$ cat src/rtl/btn_pkg.sv
// Shared constants for the push-button conditioning path: FSM state encoding,
// 50 MHz board timing defaults and button channel indices.
package btn_pkg;

    typedef enum logic [2:0] {
        ST_IDLE         = 3'd0,
        ST_WAIT_PRESS   = 3'd1,
        ST_PULSE        = 3'd2,
        ST_HELD         = 3'd3,
        ST_WAIT_RELEASE = 3'd4
    } btn_state_e;

    localparam int unsigned DEFAULT_DEBOUNCE_CYCLES = 500000;    // 10 ms at 50 MHz
    localparam int unsigned DEFAULT_REPEAT_CYCLES   = 10000000;  // 200 ms at 50 MHz

    localparam int unsigned BTN_L = 0;
    localparam int unsigned BTN_U = 1;
    localparam int unsigned BTN_D = 2;
    localparam int unsigned BTN_R = 3;
    localparam int unsigned BTN_C = 4;

endpackage

$ cat src/rtl/btn_debounce_fsm.sv
// Single button channel: 2-flop synchroniser, debounce/hold FSM and shared counter.
// Outputs are decoded purely from state and counter registers.
module btn_debounce_fsm
    import btn_pkg::*;
#(
    parameter int unsigned CNT_W           = 24,
    parameter int unsigned DEBOUNCE_CYCLES = DEFAULT_DEBOUNCE_CYCLES,
    parameter int unsigned REPEAT_CYCLES   = DEFAULT_REPEAT_CYCLES
) (
    input  logic i_clk,
    input  logic i_rst,
    input  logic i_btn,
    output logic o_level,
    output logic o_pulse,
    output logic o_repeat
);

    localparam logic [CNT_W-1:0] DEB_LAST = CNT_W'(DEBOUNCE_CYCLES - 1);
    localparam logic [CNT_W-1:0] REP_LAST = CNT_W'(REPEAT_CYCLES - 1);
    localparam logic [CNT_W-1:0] CNT_ONE  = CNT_W'(1);

    logic             r_sync1;
    logic             r_sync2;
    btn_state_e       r_state;
    logic [CNT_W-1:0] r_cnt;

    always_ff @(posedge i_clk or posedge i_rst) begin
        if (i_rst) begin
            r_sync1 <= 1'b0;
            r_sync2 <= 1'b0;
            r_state <= ST_IDLE;
            r_cnt   <= '0;
        end else begin
            r_sync1 <= i_btn;
            r_sync2 <= r_sync1;
            unique case (r_state)
                ST_IDLE: begin
                    if (r_sync2) begin
                        r_state <= ST_WAIT_PRESS;
                        r_cnt   <= '0;
                    end
                end
                ST_WAIT_PRESS: begin
                    // Any low sample throws away the partial qualification.
                    if (!r_sync2) begin
                        r_state <= ST_IDLE;
                    end else if (r_cnt == DEB_LAST) begin
                        r_state <= ST_PULSE;
                    end else begin
                        r_cnt <= r_cnt + CNT_ONE;
                    end
                end
                ST_PULSE: begin
                    r_state <= ST_HELD;
                    r_cnt   <= '0;
                end
                ST_HELD: begin
                    if (!r_sync2) begin
                        r_state <= ST_WAIT_RELEASE;
                        r_cnt   <= '0;
                    end else if (r_cnt == REP_LAST) begin
                        r_cnt <= '0;
                    end else begin
                        r_cnt <= r_cnt + CNT_ONE;
                    end
                end
                ST_WAIT_RELEASE: begin
                    // A re-close during release is bounce: back to held, no new press.
                    if (r_sync2) begin
                        r_state <= ST_HELD;
                        r_cnt   <= '0;
                    end else if (r_cnt == DEB_LAST) begin
                        r_state <= ST_IDLE;
                    end else begin
                        r_cnt <= r_cnt + CNT_ONE;
                    end
                end
                default: begin
                    r_state <= ST_IDLE;
                    r_cnt   <= '0;
                end
            endcase
        end
    end

    assign o_level  = (r_state == ST_PULSE) || (r_state == ST_HELD) ||
                      (r_state == ST_WAIT_RELEASE);
    assign o_pulse  = (r_state == ST_PULSE);
    assign o_repeat = (r_state == ST_PULSE) || ((r_state == ST_HELD) && (r_cnt == REP_LAST));

endmodule

$ cat src/rtl/btn_pulse_conditioner.sv
// Push-button front end: one independent debounce channel per button plus a
// combined press strobe for consumers that do not care which button fired.
module btn_pulse_conditioner
    import btn_pkg::*;
#(
    parameter int unsigned N_BTNS          = 5,
    parameter int unsigned CNT_W           = 24,
    parameter int unsigned DEBOUNCE_CYCLES = DEFAULT_DEBOUNCE_CYCLES,
    parameter int unsigned REPEAT_CYCLES   = DEFAULT_REPEAT_CYCLES
) (
    input  logic              Clk,
    input  logic              reset,
    input  logic [N_BTNS-1:0] Btn_In,
    output logic [N_BTNS-1:0] Btn_Level,
    output logic [N_BTNS-1:0] Btn_Pulse,
    output logic [N_BTNS-1:0] Btn_Repeat,
    output logic              Any_Pulse
);

    for (genvar g = 0; g < N_BTNS; g++) begin : g_chan
        btn_debounce_fsm #(
            .CNT_W           (CNT_W),
            .DEBOUNCE_CYCLES (DEBOUNCE_CYCLES),
            .REPEAT_CYCLES   (REPEAT_CYCLES)
        ) u_fsm (
            .i_clk    (Clk),
            .i_rst    (reset),
            .i_btn    (Btn_In[g]),
            .o_level  (Btn_Level[g]),
            .o_pulse  (Btn_Pulse[g]),
            .o_repeat (Btn_Repeat[g])
        );
    end

    assign Any_Pulse = |Btn_Pulse;

endmodule

$ cat config.mk
export PLATFORM = sky130hd
export DESIGN_NAME = btn_pulse_conditioner
export DESIGN_NICKNAME = d
export VERILOG_FILES = /design/src/rtl/btn_pkg.sv /design/src/rtl/btn_debounce_fsm.sv /design/src/rtl/btn_pulse_conditioner.sv
export SDC_FILE = /design/constraint.sdc
export NUM_CORES = 1
export LEC_CHECK = 0
export ABC_AREA = 1
export BUFFER_PORTS_ARGS = -buffer_cell sky130_fd_sc_hd__clkbuf_2
export CORE_AREA = 2 2 146 148
export DETAILED_ROUTE_END_ITERATION = 6
export DIE_AREA = 0 0 148 150
export GPL_TIMING_DRIVEN = 0
export PLACE_DENSITY_LB_ADDON = 0.12
export SLEW_MARGIN = 0
export SYNTH_ARGS = -nofsm -noshare
export SYNTH_HDL_FRONTEND = slang
export SYNTH_SLANG_ARGS = --single-unit
export TNS_END_PERCENT = 1
$ cat constraint.sdc
create_clock -name Clk -period 4.6 [get_ports Clk]
set_input_delay 0 -clock Clk [delete_from_list [all_inputs] [get_ports Clk]]
set_output_delay 0 -clock Clk [all_outputs]
set_load 0.02 [all_outputs]
* Yosys cells after proc, flatten, opt, wreduce, memory -nomap -nowiden *
Cells that the tools add are included.

cells by class
  add/subtract/negate cells = 5
  equal/unequal tests = 55
  mux-type cells = 70
  reductions and logical operators = 36

operators with widths
  cell                   number
  $mux 24                30
  $pmux 24 s4            5
  $add 24x1->24 const B  5
  $eq 24x19->1 const B   5
  $eq 24x24->1 const B   5
  $mux 3                 30
  $pmux 3 s5             5
  $eq 3x2->1 const B     10
  $ne 2x1->1 const B     10
  $reduce_and 4->1       5
  $eq 3x1->1 const B     5
  $eq 3x3->1 const B     5
  $logic_not 3->1        5
  $logic_or 1x1->1       15
  $ne 3x1->1 const B     5
  $ne 3x3->1 const B     5
  $ne 2x2->1 const B     5
  $reduce_and 2->1       5
  $logic_and 1x1->1      5
  $reduce_or 5->1        1

storage, ports and cells
  flip-flop bits (word level) = 145
  bits of input ports = 7
  output and inout bits = 16
  logic and storage cells = 186

* Logic depth before layout (Yosys ltp) *
Gate-level depths: netlist (run 1).

  depth after elaboration = 4
  depth in mapped cells = 13
  gate-level depth less buffers = 13

* Cells and area by module *
Synthesis (run 1) repeated with hierarchy kept, for this count alone.

unflattened totals
  cell total of the unflattened synthesis = 1,634
  area total of the unflattened synthesis = 10,488.8 um2

modules (own cells, without submodules)
  module                                   times used  cells an instance  area an instance (um2)  sequential area each (um2)
  btn_debounce_fsm at g_chan[0].u_fsm ...  4           326                2,090.8                 725.7
  btn_debounce_fsm at g_chan[4].u_fsm      1           326                2,109.5                 725.7
  btn_pulse_conditioner                    1           4                  16.3                    0.0

* Worst setup path before layout (run 1) *
No wires, ideal clock.

  path type = reg-to-reg
  start point = register g_chan[4].u_fsm.r_cnt[0]
  end point = register g_chan[4].u_fsm.r_cnt[19]
  library setup time = 0.065 ns
  arrival = 1.605 ns
  data required time = 4.535 ns
  setup slack = 2.930 ns
  stages on the path, launching flop included = 14
  path buffers = 1
  period minus slack after synthesis = 1.670 ns
  cell sequence = dfrtp_1 > ha_1 > nand2_1 > inv_1 > nand2_1 > nor2_1 > nand2_1 > nor2_2 > o21ai_2 > buf_6 > nand2_1 > nand2_1 > nand3_1 > nand2_1

on the way
  word-level cells in the longest chain between the ends = 4
  elaborated cells on any way between the ends = 9
  classes of those cells = 1 x add/sub; 2 x eq/ne; 6 x mux

RTL lines
  what                                   RTL line                                                                RTL
  start, declared                        btn_debounce_fsm.sv:25                                                  logic [CNT_W-1:0] r_cnt;
  start signal, assigned                 btn_debounce_fsm.sv:50                                                  r_cnt <= r_cnt + CNT_ONE;
  start signal, assigned                 btn_debounce_fsm.sv:64                                                  r_cnt <= r_cnt + CNT_ONE;
  start signal, assigned                 btn_debounce_fsm.sv:75                                                  r_cnt <= r_cnt + CNT_ONE;
  $add 24x1->24 (tied with other cells)  btn_debounce_fsm.sv:50, btn_debounce_fsm.sv:64, btn_debounce_fsm.sv:75
  $mux 24, on equally long branches      btn_debounce_fsm.sv:47, btn_debounce_fsm.sv:72, btn_debounce_fsm.sv:61
  $mux 24, on equally long branches      btn_debounce_fsm.sv:69, btn_debounce_fsm.sv:45, btn_debounce_fsm.sv:58
  $pmux 24 s4 (*)                        btn_debounce_fsm.sv:36                                                  unique case (r_state)

Mark *: on every way between the ends. The rest lies on a longest branch, timed or not. The select of a mux whose other input is x is not followed.
A chain may end at the register's enable or synchronous reset.

* Final worst setup path (run 1) *
  start point = register g_chan[3].u_fsm.r_state[1]
  end point = output port Any_Pulse

on the way
  word-level cells in the longest chain between the ends = 2

RTL lines
  what                         RTL line                     RTL
  start, declared              btn_debounce_fsm.sv:24       btn_state_e r_state;
  start signal, assigned       btn_debounce_fsm.sv:31       r_state <= ST_IDLE;
  start signal, assigned       btn_debounce_fsm.sv:39       r_state <= ST_WAIT_PRESS;
  start signal, assigned       btn_debounce_fsm.sv:46       r_state <= ST_IDLE;
  $eq 3x2->1                   btn_debounce_fsm.sv:88       assign o_pulse = (r_state == ST_PULSE);
  net g_chan[3].u_fsm.o_pulse  btn_debounce_fsm.sv:14       output logic o_pulse,
  $reduce_or 5->1              btn_pulse_conditioner.sv:35  assign Any_Pulse = |Btn_Pulse;
  end, declared                btn_pulse_conditioner.sv:17  output logic Any_Pulse

The timed path passes the listed nets, and every way through them passes these cells.

==> results of run 1 <==
==> cell families after synthesis <==
group	after synthesis	share of synthesized area [%]
buffers and inverters	283	10.5
flip-flops	145	32.6
AO/OA/AOI/OAI	173	9.09
AND/OR/NAND/NOR	1162	46.2
XOR/XNOR	13	1.02
adder cells (fa/ha/maj)	5	0.562
==> power by group <==
part | internal, µW | switching (µW) | total [µW]
sequential | 1380 | 124 | 1500
clock | 782 | 597 | 1380
combinational | 591 | 1430 | 2020
==> final timing paths <==
path / start / to
worst max-delay path: g_chan[3].u_fsm.r_state[1] / Any_Pulse
worst min-delay path: Btn_In[3] / g_chan[3].u_fsm.r_sync1
worst max register to register: g_chan[2].u_fsm.r_cnt[0] / g_chan[2].u_fsm.r_cnt[17]
worst min register to register: g_chan[3].u_fsm.r_sync1 / g_chan[3].u_fsm.r_sync2
max in group asynchronous: reset / g_chan[0].u_fsm.r_cnt[17]
min in group asynchronous: reset / g_chan[2].u_fsm.r_cnt[8]
==> layout make-up <==
class	count	area, µm²	area share (%)
inverter	235	888	7.25
buffer	48	290	2.37
sequential	145	3630	29.6
clock inverter	13	128	1.04
timing repair buffer	29	198	1.61
clock buffer	19	453	3.70
multi-input combinational	1353	6330	51.6
tap	275	344	2.81
==> per-layer routing <==
| layer | vias to the layer above | GRT usage [%] | wire length (µm) |
|---|---|---|---|
| met1 | 5339 | 39.9 | 14500 |
| met4 | 0 | 7.14 | 359 |
| li1 | 5843 | - | - |
| met5 | - | 0 | 0 |
| met3 | 33 | 3.99 | 1820 |
| met2 | 337 | 43.4 | 13400 |
==> state kept, by name (all words and copies together), names as in the netlist <==
signal                cells
g_chan.u_fsm.r_cnt      120
g_chan.u_fsm.r_state     15
g_chan.u_fsm.r_sync1      5
g_chan.u_fsm.r_sync2      5
==> cell usage in the layout (no fill, tap or decap), types with 11 or more instances in the layout <==
cell,count
nor3_1,45
o22ai_1,12
clkbuf_16,17
dfrtp_1,145
buf_4,19
xor2_1,12
nor2_1,214
nor2_2,17
nand2_1,574
a21oi_1,32
clkbuf_1,17
nand2_2,15
clkbuf_2,23
nand3_1,191
inv_1,219
nand2_4,11
o21ai_1,18
nand4_1,62
o21ai_0,76
inv_2,14
==> metrics by stage <==
step | worst slack (ns) | total power [µW] | setup TNS, ns | cells
2_1_floorplan | 0.705 | 2950 | 0 | 1781
3_3_place_gp | -1.07 | 3480 | -153.84 | 2078
3_5_place_dp | 2.52 | 3510 | 0 | 2079
4_1_cts | 2.28 | 4900 | 0 | 2117
5_1_grt | 2.08 | 5200 | 0 | 2117
6_report | 2.27 | 4900 | 0 | 2117
==> results_dict.tcl, run 1 <==
set metrics [dict create \
    drc 0 \
    die_h_um 150 \
    rows 53 \
    drt_first_pass_iters 5 \
    clockRootBuffer "clkbuf_16" \
    cts_inserted_buffers 17 \
    drive_gt1_share_pct 9.17 \
    grt_pass1_wl_mm 50.0 \
    worst_pin_slew_ns 0.899 \
    antenna_cells 0 \
    tritoncts "done" \
    yosysTopAreaCell "dfrtp_1" \
    r2r_cells 10 \
    viasPerCell 5.46 \
    path_clk_slew_ns 0.07 \
    grt_max_degree 96 \
    ys_ff_latch 145 \
    worstSetupPathType "reg2out" \
    clk_latency_ns 0.43 \
    avgSynthCellArea_um2 6.25 \
    area_growth_syn_to_layout_pct 10.1 \
    holdWs_ns 0.212 \
    cts_setup_buffers 0 \
    start_util_pct 53.8 \
    antenna_found_initial 0 \
    globalRouteTotalUtil_pct 27.6 \
    dr_total_vias 11600 \
    synth_commonest_cells "nand2_1 (574), inv_1 (220), nor2_1 (214), nand3_1 (191), dfrtp_1 (145)" \
    initialDrtViolationCount 1015 \
    slowest_stage "nor4_1" \
    cts_hold_buf 6 \
    cp_data_required_time_ns 4.60 \
    place_area_mm2 0.0116 \
    yosysMostFrequentCell "nand2_1" \
    yosysSeqAreaShare_pct 32.6 \
    yosys.area.top_type_share_pct 32.6 \
    routed_wl_mm 30.1 \
    hold_class "in2reg" \
    fin_crit_ns 2.33 \
    fillers 2027 \
    io_pins 23 \
    path_cells "inv_1, nor2_2, inv_1, nor2_1, nor4_1, nand2_1, clkbuf_2" \
    cp-start-kind "flip-flop" \
    grt-ovfl-total 0 \
    outcome "finished clean" \
    worstPathMaxFanout 4 \
    dp.final_hpwl_mm 22.4 \
    fin_nets 1841 \
    fin_skew_ns 0.00907 \
    synth_warnings 0 \
    rsz0062_at_grt "no" \
    synthArstFlopShare_pct 100 \
    cts_sinks 145 \
    setup_viol 0 \
    synth_area_leaders "dfrtp_1 (33%), nand2_1 (19%), nand3_1 (8.6%), inv_1 (7.4%), nor2_1 (7.2%)" \
    synth_area_mm2 0.0111 \
    hold_viol 0 \
    synth_nets 1793 \
    cts.htree.levels 4 \
    grt_pass1_vias 10300 \
    min_path_cells 2 \
    drv_cap 0 \
    drtAntennaViolNets 0 \
    utilization_pct 59.2 \
    period_share_pct 50.7 \
    drv_slew 0 \
    die_area_mm2 0.0222 \
    cts_buffer_depth 2 \
    p_leak_uw 0.00583 \
    crit_family "simple AND/OR/NAND/NOR gates" \
    max_freq_ghz 0.429 \
    core_region_area_mm2 0.0207 \
    powerDensity_mw_per_mm2 400 \
    crit_top_cell "inv_1" \
    slew_headroom_pct 39.5 \
    critical-path-max-stage-delay_ns 0.71 \
    cp.depth 7 \
    fin_area_mm2 0.0123 \
    netlist_instances 1781 \
    io_buffers 22 \
    yosysUniqueCellTypes 48 \
    die_w_um 148 \
    reg2reg_slack_ns 2.51 \
    ys.flop_type "dfrtp_1" \
    avgRoutedWirePerCell_um 14.2 \
    path_buf_inv 3 \
    cts_resized 0 \
    critical_path_arrival_ns 2.33 \
    endpoint_kind "primary output" \
    vdd_drop_max_v 0.000291 \
    gp_congestion 0.956 \
    synth-edff-count 0 \
]
Note: power is estimated with default switching activity, not from simulation.
==> run 2, diff against run 1 <==
==> constraint.sdc (replaced) <==
create_clock -name Clk -period 2.1 [get_ports Clk]
set_input_delay 0 -clock Clk [delete_from_list [all_inputs] [get_ports Clk]]
set_output_delay 0 -clock Clk [all_outputs]
set_load 0.02 [all_outputs]
==> run 2 against run 1 <==
Sequential cell count stayed put. Critical endpoint is now Btn_Repeat[4]. Via count shrank 0.43%. Combinational power is 120% higher. Critical path depth rose by 2. Highest routed layer unchanged.
==> results_dict.tcl, run 2 (synthesis gave the netlist of run 1 again) <==
set metrics [dict create \
    drtAntennaViolNets 0 \
    top_regs "g_chan.u_fsm.r_cnt x120, g_chan.u_fsm.r_state x15" \
    cp-start-kind "flip-flop" \
    worstSetupPathType "reg2out" \
    critical_path_arrival_ns 2.04 \
    path_clk_slew_ns 0.07 \
    cts_inserted_buffers 17 \
    grt-ovfl-total 0 \
    r2r_cells 13 \
    antenna_found_initial 0 \
    crit_top_cell "nand2_1" \
    drv_slew 0 \
    vdd_drop_max_v 0.000716 \
    worstPathMaxFanout 7 \
    slowest_stage "dfrtp_2" \
    clockRootBuffer "clkbuf_16" \
    setup.worst_path.end "Btn_Repeat[4]" \
    antenna_cells 0 \
    hold_viol 0 \
    routed_wl_mm 30.0 \
    largest_reg_flops 120 \
    rows 53 \
    globalRouteTotalUtil_pct 27.9 \
    grt_pass1_wl_mm 50.7 \
    fin_cells 2126 \
    p_switching_uw 4660 \
    cp_data_required_time_ns 2.10 \
    tritoncts "done" \
    switching_share_pct 43.2 \
    utilization_pct 60.2 \
    io_pins 23 \
    period_share_pct 97.1 \
    share_comb_of_total_power_pct 41.2 \
    dr_total_vias 11500 \
    clk_latency_ns 0.44 \
    die_w_um 148 \
    core_region_area_mm2 0.0207 \
    gp_congestion 0.969 \
    holdWs_ns 0.114 \
    rsz0062_at_grt "yes" \
    grt_pass1_vias 10500 \
    setup_slack_ns 0.0618 \
    cp.depth 9 \
    hold_class "in2async" \
    p_leak_uw 0.00591 \
    drive_gt1_share_pct 10.9 \
    max_freq_ghz 0.491 \
    dp.final_hpwl_mm 22.4 \
    p_int_uw 6130 \
    crit_start "g_chan[4].u_fsm.r_cnt[0]" \
    cts.htree.levels 4 \
    layout_commonest_cell "nand2_1" \
    drt_first_pass_iters 5 \
    critical-path-max-stage-delay_ns 0.45 \
    area_growth_syn_to_layout_pct 11.9 \
    post-place-ws_ns 0.0898 \
    layout_common_cells "nand2_1 (569), inv_1 (219), nor2_1 (209), nand3_1 (191), dfrtp_1 (140)" \
    cts_buffer_depth 2 \
    io_buffers 22 \
    seqPwrFrac_pct 30.6 \
    die_area_mm2 0.0222 \
    drc 0 \
    place_inst 2082 \
    crit_family "simple AND/OR/NAND/NOR gates" \
    fin_skew_ns 0.0160 \
    die_h_um 150 \
    cts_sinks 145 \
    avgRoutedWirePerCell_um 14.1 \
    reg2reg_slack_ns 0.14 \
    worstReg2RegStart "g_chan[4].u_fsm.r_cnt[0]" \
    p_clk_share_pct 28.2 \
    setup_viol 0 \
    viasPerCell 5.41 \
    drv_cap 0 \
    slew_headroom_pct 56.4 \
    outcome "finished clean" \
    grt_max_degree 41 \
    initialDrtViolationCount 897 \
    worst_pin_slew_ns 0.654 \
    fin_crit_ns 2.04 \
    powerDensity_mw_per_mm2 866 \
    path_cells "ha_4, nand2_1, nor2_4, nand2_2, nor2_1, nand2_1, o21ai_2, buf_4, clkbuf_2" \
    start_util_pct 53.8 \
    fin_nets 1850 \
    endpoint_kind "primary output" \
    path_buf_inv 2 \
    rr_endpoint "g_chan[4].u_fsm.r_cnt[7]" \
    largest-register "g_chan.u_fsm.r_cnt" \
]
==> run 2: cell count changes in the layout (fill, tap and decap cells not counted), moves of 4 or more <==
cell and delta:
buf_12 +4, buf_4 +7, dfrtp_1 -5, dfrtp_2 +5, nand2_1 -5, nand2_2 +4
nor2_1 -5
==> run 2: worst min path at each step <==
stage                     startpoint                        end  slack (ns)
after detailed placement       reset    g_chan[2].u_fsm.r_sync1        0.02
final                          reset  g_chan[2].u_fsm.r_cnt[11]        0.11
after floorplan            Btn_In[0]    g_chan[0].u_fsm.r_sync1        0.03
after CTS                      reset  g_chan[2].u_fsm.r_cnt[11]        0.12
after global placement     Btn_In[2]    g_chan[2].u_fsm.r_sync1        0.11
after global routing           reset  g_chan[2].u_fsm.r_cnt[11]        0.16
==> run 2: tightest hold or removal path, cell delays in order <==
cell and delay [ns]:
dlygate4sd3_1 0.54, clkbuf_2 0.12, clkinvlp_4 0.30
==> run 2: repair_timing <==
action / CTS / global route
setup endpoints to repair: 4 / 31
endpoints found under the hold margin: 49 / 0
buffers inserted: 0 / 6
resized for setup: 10 / 25
pin swaps: 0 / 3
hold buffers: 6 / 0
==> run 2: final cells by class <==
type	instances	area, µm²
Fill cell	2003	8240
Multi-Input combinational cell	1353	6420
Sequential cell	145	3630
Inverter	235	887
Clock buffer	19	443
Tap cell	275	344
Timing Repair Buffer	38	298
Buffer	48	292
Clock inverter	13	136
==> run 2: metal layers <==
metal,track usage [%],vias to the layer above,wire length (µm)
met2,43.7,374,13300
met5,0,-,0
met4,8.67,0,492
met3,3.69,44,1830
li1,-,5851,-
met1,40.2,5233,14300
==> run 2: power by group through the flow <==
stage | combinational [µW] | clock, µW | sequential, µW
floorplan | 3210 | 0 | 3270
global placement | 4290 | 0 | 3320
detailed placement | 4340 | 0 | 3330
CTS | 4390 | 3100 | 3290
global route | 4930 | 3200 | 3340
finish | 4440 | 3050 | 3300
==> run 2: per-stage QoR <==
step	setup TNS (ns)	area (µm²)	total power, µW
2_1_floorplan	0	11100	6470
3_3_place_gp	-103.83	11600	7610
3_5_place_dp	0	11700	7670
4_1_cts	-0.139	12300	10800
5_1_grt	-0.125	12500	11500
6_report	0	12500	10800
==> run 3, diff against run 2 <==
--- a/config.mk
+++ b/config.mk
@@ -8,6 +8,7 @@
 export ABC_AREA = 1
 export BUFFER_PORTS_ARGS = -buffer_cell sky130_fd_sc_hd__clkbuf_2
 export CORE_AREA = 2 2 146 148
+export CTS_BUF_LIST = sky130_fd_sc_hd__clkbuf_2 sky130_fd_sc_hd__clkbuf_4 sky130_fd_sc_hd__clkbuf_8
 export DETAILED_ROUTE_END_ITERATION = 6
 export DIE_AREA = 0 0 148 150
 export GPL_TIMING_DRIVEN = 0
@@ -16,4 +17,4 @@
 export SYNTH_ARGS = -nofsm -noshare
 export SYNTH_HDL_FRONTEND = slang
 export SYNTH_SLANG_ARGS = --single-unit
-export TNS_END_PERCENT = 1
+export TNS_END_PERCENT = 30
==> run 3 against run 2 <==
Sequential power is essentially flat. First-iteration DRC count grew 7.5%. Setup slack lost 0.042 ns. Via count grew 1.0%. Largest cell class unchanged. Wire length grew 0.48%. Largest power group unchanged. Critical endpoint unchanged.
==> results_dict.tcl, run 3 (synthesis gave the netlist of run 1 again) <==
set metrics [dict create \
    endpoint_kind "primary output" \
    critical-path-max-stage-delay_ns 0.46 \
    drive_gt1_share_pct 11.3 \
    fin_skew_ns 0.0276 \
    r2r_cells 12 \
    tritoncts "done" \
    grt_pass1_wl_mm 50.5 \
    worstPathMaxFanout 7 \
    globalRouteTotalUtil_pct 27.8 \
    antenna_cells 0 \
    area_growth_syn_to_layout_pct 10.6 \
    drv_slew 0 \
    cts_sinks 145 \
    setup_viol 0 \
    fin_setup_tns_ns 0 \
    path_clk_slew_ns 0.10 \
    grt_pass1_vias 10500 \
    critical_path_arrival_ns 2.08 \
    start_util_pct 53.8 \
    path_cells "ha_4, nand2_1, nor2_4, nand2_2, nor2_1, nand2_1, o21ai_2, buf_4, clkbuf_2" \
    drtAntennaViolNets 0 \
    worst_pin_slew_ns 0.652 \
    fin_crit_ns 2.08 \
    viasPerCell 5.46 \
    gp_congestion 0.969 \
    cp-start-kind "flip-flop" \
    cp_data_required_time_ns 2.10 \
    rsz0062_at_grt "yes" \
    p_int_uw 5500 \
    die_w_um 148 \
    avgRoutedWirePerCell_um 14.1 \
    cts_inserted_buffers 17 \
    layout_common_cells "nand2_1 (566), inv_1 (219), nor2_1 (207), nand3_1 (191), dfrtp_1 (140)" \
    io_pins 23 \
    seqPwrFrac_pct 32.6 \
    drt_first_pass_iters 6 \
    finalPower_uw 10100 \
    core_region_area_mm2 0.0207 \
    fin_nets 1852 \
    io_buffers 22 \
    antenna_found_initial 0 \
    outcome "finished clean" \
    period_share_pct 99.0 \
    largest-register "g_chan.u_fsm.r_cnt" \
    dp.final_hpwl_mm 22.4 \
    share_comb_of_total_power_pct 44.9 \
    grt_max_degree 41 \
    clockRootBuffer "clkbuf_8" \
    layout_commonest_cell "nand2_1" \
    drv_cap 0 \
    rows 53 \
    wl_met3_mm 1.83 \
    dr_total_vias 11600 \
    switching_share_pct 45.5 \
    worstSetupPathType "reg2out" \
    p_leak_uw 0.00585 \
    highest_layer "met4" \
    largest_reg_flops 120 \
    powerDensity_mw_per_mm2 819 \
    drt-met1-wl_mm 14.4 \
    vdd_drop_max_v 0.000709 \
    top_regs "g_chan.u_fsm.r_cnt x120, g_chan.u_fsm.r_state x15" \
    crit_top_cell "nand2_1" \
    max_freq_ghz 0.481 \
    cts.htree.levels 4 \
    initialDrtViolationCount 964 \
    clk_latency_ns 0.48 \
    slew_headroom_pct 56.5 \
    die_area_mm2 0.0222 \
    grt-ovfl-total 0 \
    die_h_um 150 \
    routed_wl_mm 30.1 \
    hold_viol 0 \
    wl_met2_mm 13.3 \
    cts_buffer_depth 2 \
    p_clk_share_pct 22.5 \
    hold_class "in2async" \
    p_switching_uw 4590 \
    drc 0 \
    slowest_stage "dfrtp_2" \
]
[run 3: per-stage QoR]
step	area (µm²)	instances	worst slack [ns]	hold slack, ns	util, %
floorplan	11100	1781	0.281	0.0314	-
global placement	11600	2078	-0.727	0.108	56.0
detailed placement	11700	2082	0.0898	0.0203	56.4
CTS	12200	2120	-0.192	0.0571	58.8
global route	12300	2128	-0.0966	0.101	59.5
finish	12300	2128	0.0200	0.0662	59.5
[run 3: final timing paths]
check / from / slack (ns) / end
max: g_chan[4].u_fsm.r_cnt[0] / 0.02 / Btn_Repeat[4]
min: reset / 0.07 / g_chan[2].u_fsm.r_cnt[11]
max reg2reg: g_chan[1].u_fsm.r_cnt[1] / 0.11 / g_chan[1].u_fsm.r_cnt[18]
min reg2reg: g_chan[0].u_fsm.r_sync1 / 0.35 / g_chan[0].u_fsm.r_sync2
max in group asynchronous: reset / 1.05 / g_chan[4].u_fsm.r_cnt[1]
min in group Clk: Btn_In[1] / 0.17 / g_chan[1].u_fsm.r_sync1
[run 3: power by group through the flow]
stage          registers (µW)  clock network, µW  logic [µW]
2_1_floorplan            3270                  0        3210
4_1_cts                  3290               2320        4390
6_report                 3290               2270        4530
3_5_place_dp             3330                  0        4340
5_1_grt                  3320               2430        5020
3_3_place_gp             3320                  0        4290
[run 3: worst max-delay path: cells and delay by family (launching register included)]
family / cells / cell delay (ns)
adder cells (fa/ha/maj): 1 / 0.18
AND/OR/NAND/NOR: 5 / 0.54
buffers and inverters: 2 / 0.27
flip-flops: 1 / 0.46
AO/OA/AOI/OAI: 1 / 0.15
[run 3: what timing repair did]
item / in CTS / in global routing
hold endpoints to repair: 49 / 0
hold buffers: 6 / 0
pin swaps: 2 / 8
buffers inserted: 0 / 8
gates resized for setup: 14 / 31
endpoints found under the setup margin: 6 / 43
[run 3: cell type report]
type / count / area [µm²]
plain buffers: 48 / 292
clock buffers: 19 / 255
clock inverters: 13 / 136
fillers: 2043 / 8380
inverters: 235 / 887
multi-input cells: 1353 / 6450
flip-flops and latches: 145 / 3630
well taps: 275 / 344
repair buffers: 40 / 313
[run 3: layer usage]
metal | track usage (%) | vias up
met4 | 8.57 | 0
met1 | 40.0 | 5338
li1 | - | 5845
met2 | 43.7 | 390
met5 | 0 | -
met3 | 3.75 | 46
